[config.mk]
export PLATFORM = sky130hd
export DESIGN_NAME = fft_frame_loader_flat
export DESIGN_NICKNAME = d
export VERILOG_FILES = /design/src/rtl/fft_frame_loader_pkg.sv /design/src/rtl/fft_frame_loader_if.sv /design/src/rtl/fft_frame_loader_bank.sv /design/src/rtl/fft_frame_loader.sv /design/src/flat_wrapper.sv
export SDC_FILE = /design/constraint.sdc
export NUM_CORES = 1
export LEC_CHECK = 0
export CORE_ASPECT_RATIO = 1.1
export CORE_MARGIN = 2
export CORE_UTILIZATION = 45
export CTS_BUF_LIST = sky130_fd_sc_hd__clkbuf_16
export DETAILED_ROUTE_END_ITERATION = 10
export PLACE_DENSITY = 0.7
export RECOVER_POWER = 100
export SYNTH_ARGS = -nofsm -noshare
export SYNTH_HDL_FRONTEND = slang
export SYNTH_SLANG_ARGS = --single-unit
[constraint.sdc]
create_clock -name clk -period 1.8 [get_ports clk]
set_input_delay 0.36 -clock clk [delete_from_list [all_inputs] [get_ports clk]]
set_output_delay 0.36 -clock clk [all_outputs]
set_load 0.01 [all_outputs]
[src/rtl/fft_frame_loader_pkg.sv]
// Shared constants and helpers for the 8-point FFT front end.
// Complex words carry the real part in the upper half and the imaginary part in the lower half.
package fft_pkg;

  localparam int CPLX_W = 64;
  localparam int N_PTS  = 8;
  localparam int LOG2N  = 3;

  localparam int RE_MSB = 63;
  localparam int RE_LSB = 32;
  localparam int IM_MSB = 31;
  localparam int IM_LSB = 0;

  typedef logic [LOG2N-1:0]  idx_t;
  typedef logic [CPLX_W-1:0] cplx_t;

  function automatic idx_t rev3(input idx_t k);
    return {k[0], k[1], k[2]};
  endfunction

endpackage

[src/rtl/fft_frame_loader_if.sv]
// Sample-in / frame-out handshake bundle between the loader and its neighbours.
// The slave side is the loader; the master side is the surrounding datapath.
interface fft_frame_loader_if;
  import fft_pkg::*;

  logic  s_valid;
  logic  s_ready;
  cplx_t s_data;
  logic  s_last;

  logic  m_valid;
  logic  m_ready;
  cplx_t m_d0, m_d1, m_d2, m_d3, m_d4, m_d5, m_d6, m_d7;

  modport slave (
    input  s_valid, s_data, s_last, m_ready,
    output s_ready, m_valid,
    output m_d0, m_d1, m_d2, m_d3, m_d4, m_d5, m_d6, m_d7
  );

  modport master (
    output s_valid, s_data, s_last, m_ready,
    input  s_ready, m_valid,
    input  m_d0, m_d1, m_d2, m_d3, m_d4, m_d5, m_d6, m_d7
  );

endinterface

[src/rtl/fft_frame_loader_bank.sv]
// One frame buffer: DEPTH x WIDTH registers, a single write port and all
// entries visible in parallel so the butterfly stage can read a whole frame at once.
module fft_frame_bank
  import fft_pkg::*;
#(
  parameter int DEPTH = 8,
  parameter int WIDTH = 64
) (
  input  logic             clk,
  input  logic             rst_n,
  input  logic             we,
  input  logic [LOG2N-1:0] waddr,
  input  logic [WIDTH-1:0] wdata,
  output logic [WIDTH-1:0] rdata [DEPTH]
);

  logic [WIDTH-1:0] mem_q [DEPTH];
  logic [WIDTH-1:0] mem_d [DEPTH];

  always_comb begin
    mem_d = mem_q;
    if (we) mem_d[waddr] = wdata;
  end

  always_ff @(posedge clk or negedge rst_n) begin
    if (!rst_n) begin
      for (int i = 0; i < DEPTH; i++) mem_q[i] <= '0;
    end else begin
      mem_q <= mem_d;
    end
  end

  assign rdata = mem_q;

endmodule

[src/rtl/fft_frame_loader.sv]
// Ping-pong frame loader: collects 8 complex samples in bit-reversed slot order
// and presents each full frame in parallel until the consumer takes it.
module fft_frame_loader
  import fft_pkg::*;
#(
  parameter int N_PTS  = 8,
  parameter int CPLX_W = 64,
  parameter int BITREV = 1
) (
  input  logic                clk,
  input  logic                rst_n,
  input  logic                flush,
  fft_frame_loader_if.slave   bus,
  output logic                frame_err,
  output logic [1:0]          occupancy
);

  logic [1:0]       full_q, full_d;
  logic             wr_bank_q, wr_bank_d;
  logic             rd_bank_q, rd_bank_d;
  logic [LOG2N-1:0] wr_cnt_q, wr_cnt_d;
  logic             frame_err_q, frame_err_d;

  logic             s_acc, m_acc, last_slot;
  logic [LOG2N-1:0] waddr;
  logic [CPLX_W-1:0] rdata_a [N_PTS];
  logic [CPLX_W-1:0] rdata_b [N_PTS];
  logic [CPLX_W-1:0] rd_sel  [N_PTS];

  assign bus.s_ready = !full_q[wr_bank_q];
  assign bus.m_valid = full_q[rd_bank_q];

  assign s_acc     = bus.s_valid && bus.s_ready;
  assign m_acc     = bus.m_valid && bus.m_ready;
  assign last_slot = (wr_cnt_q == LOG2N'(N_PTS - 1));
  assign waddr     = (BITREV != 0) ? rev3(wr_cnt_q) : wr_cnt_q;

  // Flush wins over both handshakes; a draining bank and a completing bank are
  // always different banks, so their flag updates never collide.
  always_comb begin
    full_d      = full_q;
    wr_bank_d   = wr_bank_q;
    rd_bank_d   = rd_bank_q;
    wr_cnt_d    = wr_cnt_q;
    frame_err_d = 1'b0;
    if (flush) begin
      full_d    = '0;
      wr_bank_d = 1'b0;
      rd_bank_d = 1'b0;
      wr_cnt_d  = '0;
    end else begin
      if (m_acc) begin
        full_d[rd_bank_q] = 1'b0;
        rd_bank_d         = !rd_bank_q;
      end
      if (s_acc) begin
        if (last_slot) begin
          full_d[wr_bank_q] = 1'b1;
          wr_bank_d         = !wr_bank_q;
          wr_cnt_d          = '0;
        end else if (bus.s_last) begin
          wr_cnt_d    = '0;
          frame_err_d = 1'b1;
        end else begin
          wr_cnt_d = wr_cnt_q + 1'b1;
        end
      end
    end
  end

  always_ff @(posedge clk or negedge rst_n) begin
    if (!rst_n) begin
      full_q      <= '0;
      wr_bank_q   <= 1'b0;
      rd_bank_q   <= 1'b0;
      wr_cnt_q    <= '0;
      frame_err_q <= 1'b0;
    end else begin
      full_q      <= full_d;
      wr_bank_q   <= wr_bank_d;
      rd_bank_q   <= rd_bank_d;
      wr_cnt_q    <= wr_cnt_d;
      frame_err_q <= frame_err_d;
    end
  end

  fft_frame_bank #(.DEPTH(N_PTS), .WIDTH(CPLX_W)) u_bank_a (
    .clk   (clk),
    .rst_n (rst_n),
    .we    (s_acc && !flush && !wr_bank_q),
    .waddr (waddr),
    .wdata (bus.s_data),
    .rdata (rdata_a)
  );

  fft_frame_bank #(.DEPTH(N_PTS), .WIDTH(CPLX_W)) u_bank_b (
    .clk   (clk),
    .rst_n (rst_n),
    .we    (s_acc && !flush && wr_bank_q),
    .waddr (waddr),
    .wdata (bus.s_data),
    .rdata (rdata_b)
  );

  always_comb begin
    for (int k = 0; k < N_PTS; k++) rd_sel[k] = rd_bank_q ? rdata_b[k] : rdata_a[k];
  end

  assign bus.m_d0 = rd_sel[0];
  assign bus.m_d1 = rd_sel[1];
  assign bus.m_d2 = rd_sel[2];
  assign bus.m_d3 = rd_sel[3];
  assign bus.m_d4 = rd_sel[4];
  assign bus.m_d5 = rd_sel[5];
  assign bus.m_d6 = rd_sel[6];
  assign bus.m_d7 = rd_sel[7];

  assign frame_err = frame_err_q;
  assign occupancy = {1'b0, full_q[0]} + {1'b0, full_q[1]};

endmodule

[src/flat_wrapper.sv]
// flat-port wrapper written by rule: the top's interface ports become plain ports
module fft_frame_loader_flat import fft_pkg::*;
#(
  parameter int N_PTS  = 8,
  parameter int CPLX_W = 64,
  parameter int BITREV = 1
)
  (clk, rst_n, flush, frame_err, occupancy, bus_s_valid, bus_s_data, bus_s_last, bus_m_ready, bus_s_ready, bus_m_valid, bus_m_d0, bus_m_d1, bus_m_d2, bus_m_d3, bus_m_d4, bus_m_d5, bus_m_d6, bus_m_d7);
  fft_frame_loader_if bus_i ();
  input  logic clk;
  input  logic rst_n;
  input  logic flush;
  output logic frame_err;
  output logic [1:0] occupancy;
  input wire logic [$bits(bus_i.s_valid)-1:0] bus_s_valid;
  input wire logic [$bits(bus_i.s_data)-1:0] bus_s_data;
  input wire logic [$bits(bus_i.s_last)-1:0] bus_s_last;
  input wire logic [$bits(bus_i.m_ready)-1:0] bus_m_ready;
  output wire logic [$bits(bus_i.s_ready)-1:0] bus_s_ready;
  output wire logic [$bits(bus_i.m_valid)-1:0] bus_m_valid;
  output wire logic [$bits(bus_i.m_d0)-1:0] bus_m_d0;
  output wire logic [$bits(bus_i.m_d1)-1:0] bus_m_d1;
  output wire logic [$bits(bus_i.m_d2)-1:0] bus_m_d2;
  output wire logic [$bits(bus_i.m_d3)-1:0] bus_m_d3;
  output wire logic [$bits(bus_i.m_d4)-1:0] bus_m_d4;
  output wire logic [$bits(bus_i.m_d5)-1:0] bus_m_d5;
  output wire logic [$bits(bus_i.m_d6)-1:0] bus_m_d6;
  output wire logic [$bits(bus_i.m_d7)-1:0] bus_m_d7;
  assign bus_i.s_valid = bus_s_valid;
  assign bus_i.s_data = bus_s_data;
  assign bus_i.s_last = bus_s_last;
  assign bus_i.m_ready = bus_m_ready;
  assign bus_s_ready = bus_i.s_ready;
  assign bus_m_valid = bus_i.m_valid;
  assign bus_m_d0 = bus_i.m_d0;
  assign bus_m_d1 = bus_i.m_d1;
  assign bus_m_d2 = bus_i.m_d2;
  assign bus_m_d3 = bus_i.m_d3;
  assign bus_m_d4 = bus_i.m_d4;
  assign bus_m_d5 = bus_i.m_d5;
  assign bus_m_d6 = bus_i.m_d6;
  assign bus_m_d7 = bus_i.m_d7;
  fft_frame_loader #(.N_PTS(N_PTS), .CPLX_W(CPLX_W), .BITREV(BITREV)) u_core (.clk(clk), .rst_n(rst_n), .flush(flush), .bus(bus_i), .frame_err(frame_err), .occupancy(occupancy));
endmodule
==> flow_summary.ini <==
[synth]
synth_seq_cells = 1032
avgSynthCellArea_um2 = 15.7
syn_area_um2 = 44900
syn_inst = 2854
yosys_warnings = 0
synth_seq_area_share = 0.575
synthDistinctLibCells = 31
synth_fp_nets = 2931

[detailed_routing]
wl_per_cell_um = 26.2
ant_nets = 0
drt_drc_violations_left = 0
avgViaCountPerCell = 5.44
drt-pass1-iter-count = 4
vias = 27100
routed_wl_um = 131000
drt-initial-drc-count = 1350

[worst_setup_path]
endpoint_kind = output pin
timing.rr.start = u_core.wr_cnt_q[1]$_DFFE_PN0P_
reg2reg_slack_ns = -0.33
cp.arrival_ns = 2.56
crit_path_start_kind = register
crit_type = reg -> out
critPathLaunch = u_core.rd_bank_q$_DFFE_PN0P_
required_ns = 1.44
cp_max_fo = 23
r2r_cells = 6
reg2reg_to = u_core.u_bank_a.rdata[423]$_DFFE_PN0P_

[layout]
stdcell_area_um2 = 58400
nNetsFinal = 3669
final_cell_mix = mux2_2 (1503), dfrtp_1 (1031), clkdlybuf4s50_1 (296), dlymetal6s2s_1 (190), buf_4 (155)
final_common_cell = mux2_2
diodes = 0
fin_cells = 4976
fillers = 7534
drive_above_1_share = 0.552
area.growth.synth_to_final_pct = 30.0

[floorplanning]
core_area_um2 = 98900
io_pins = 587
die_y_um = 335
floorplan.initialDensity = 0.454
dieArea_um2 = 102000
rows = 121
die_x_um = 305

[sta]
finalMaxSlewViolations = 0
fin_ws_ns = -1.12
fin_setup_tns_ns = -579.18
min_period_ns = 2.92
tightest_slew_ns = 1.48
fin_hold_ws_ns = 0.328
period_share = 1.62
hold_violations = 0
clock-skew-final_ns = 0.0151
finalSetupViolations = 1586
slew_headroom = 0.0110
timing.fmax_ghz = 0.343
rsz0062_at_grt = yes

[worst_hold_path]
min_from = bus_s_last
min_path_cells = 2
hp-class = in -> reg
holdPathEnd = u_core.frame_err$_DFF_PN0_

[power_and_ir_drop]
powerDensity_nw_per_um2 = 926
sequentialPowerShare = 0.462
p_int_mw = 40.7
sw_frac_of_total = 0.246
ir_drop_mv = 0.915
clockPowerShare = 0.407
leakage_nw = 31.0
pwr-share-comb = 0.131
p_switching_mw = 13.3

[clocking]
clk_pin_slew_ns = 0.07
cts_tree = yes
cts_root_buffer = clkbuf_16
clk_latency_ns = 0.68
clockBufferDepth = 3
h-tree-depth = 3
numCtsBuffers = 107
clkSinkCount = 1032

[run_status]
violations = negative setup slack
status = complete, but fails checks

[global_routing]
grt.overflow.total = 0
antenna_found_initial = 3
grt_first_pass_wirelength_um = 192000
track_usage = 0.248
grt_pass1_vias = 29700
grt_max_degree = 100

[place]
gp_congestion = 0.837
postPlaceCellArea_um2 = 53900
placed_cells = 4736
io_buffers = 586
hpwl_um = 87200

[run]
drv_cap = 0
[metrics by stage]
stage,total power [mW],utilization,worst slack [ns]
2_1_floorplan,28.2,-,-0.0853
3_3_place_gp,32.5,0.545,-0.645
3_5_place_dp,32.7,0.545,-0.706
4_1_cts,54.8,0.582,-1.18
5_1_grt,56.0,0.590,-1.17
6_report,54.0,0.590,-1.12
[power groups by stage]
stage | Combinational (mW) | Clock, mW | Sequential (mW)
2_1_floorplan | 3.04 | 0 | 25.1
3_3_place_gp | 7.29 | 0 | 25.2
3_5_place_dp | 7.41 | 0 | 25.3
4_1_cts | 7.42 | 22.5 | 24.9
5_1_grt | 7.46 | 23.5 | 25.1
6_report | 7.08 | 22.0 | 24.9
[sequential cells by signal, indices dropped and copies added, names as in the netlist]
signal,flops
u_core.full_q,2
u_core.rd_bank_q,1
u_core.u_bank_b.rdata,512
u_core.wr_bank_q,1
u_core.frame_err,1
u_core.wr_cnt_q,3
u_core.u_bank_a.rdata,512
[repair_timing]
item / in CTS / in global routing
endpoints found under the setup margin: 1237 / 1462
gates cloned: 2 / 13
hold buffers: 1 / 0
gates resized for setup: 174 / 312
hold endpoints to repair: 87 / 0
pin swaps: 0 / 0
setup buffers: 4 / 18
[worst max-delay path by stage]
stage / to / slack [ns] / depth (start not counted)
after floorplan: u_core.u_bank_a.rdata[141]$_DFFE_PN0P_ / -0.09 / 6
after global placement: u_core.u_bank_a.rdata[275]$_DFFE_PN0P_ / -0.65 / 6
after detailed placement: u_core.u_bank_a.rdata[258]$_DFFE_PN0P_ / -0.71 / 6
after CTS: bus_m_d7[0] / -1.18 / 4
after global routing: bus_m_d6[10] / -1.17 / 5
final: bus_m_d4[62] / -1.12 / 5
[layer usage]
metal / track usage / share of wire / vias up
met5: 0 / 0.000054 / -
met4: 0.109 / 0.041 / 2
met3: 0.0379 / 0.039 / 213
met2: 0.423 / 0.50 / 628
met1: 0.313 / 0.42 / 14500
li1: - / - / 11700
[cell type report]
class,instances,area [um2],share of cell area
clock buffer,110,2750,0.0472
clock inverter,92,728,0.0125
sequential,1032,25800,0.443
tap,1291,1620,0.0277
inverter,4,15.0,0.000257
timing repair buffer,856,9500,0.163
multi-input combinational,1591,17900,0.307
[worst max-delay path, stage by stage, from the launching register on]
cell             delay (ns)
dfrtp_4                0.49
buf_12                 0.21
buf_12                 0.14
buf_16                 0.18
mux2_2                 0.36
clkdlybuf4s50_1        0.48
[cell families (layout without fill, tap and decap cells)]
group                    Yosys count  after routing  synth area share
flip-flops                      1032           1032             0.575
buffers and inverters            231           1062            0.0293
adder cells (fa/ha/maj)            7              7           0.00195
AO/OA/AOI/OAI                     11             11           0.00181
multiplexers                    1538           1538             0.386
AND/OR/NAND/NOR                   35             35           0.00574
[Yosys cell counts]
cell type,number,area (um2)
nand3_1,2,10.0
nor2b_1,2,12.5
nor4b_1,1,8.76
a31o_2,2,17.5
a211o_1,3,26.3
and3_1,4,25.0
dfrtp_1,1032,25800
nor3_4,1,16.3
nor2_1,6,22.5
clkbuf_1,101,379
ha_1,7,87.6
inv_1,4,15.0
buf_4,24,180
nand3_2,6,60.1
a21oi_1,1,5.00
nor2_2,1,6.26
buf_1,2,7.51
mux2_2,1523,17200
buf_6,37,417
nor3_2,2,20.0
nand2b_1,2,12.5
mux2i_1,1,10.0
nand3b_1,1,7.51
mux2_1,14,158
nor3b_4,1,18.8
nand4b_1,3,26.3
nand2_1,3,11.3
o21ai_0,3,15.0
a311oi_1,1,8.76
buf_2,63,315
a32oi_1,1,8.76
Note: power is estimated with default switching activity, not from simulation.
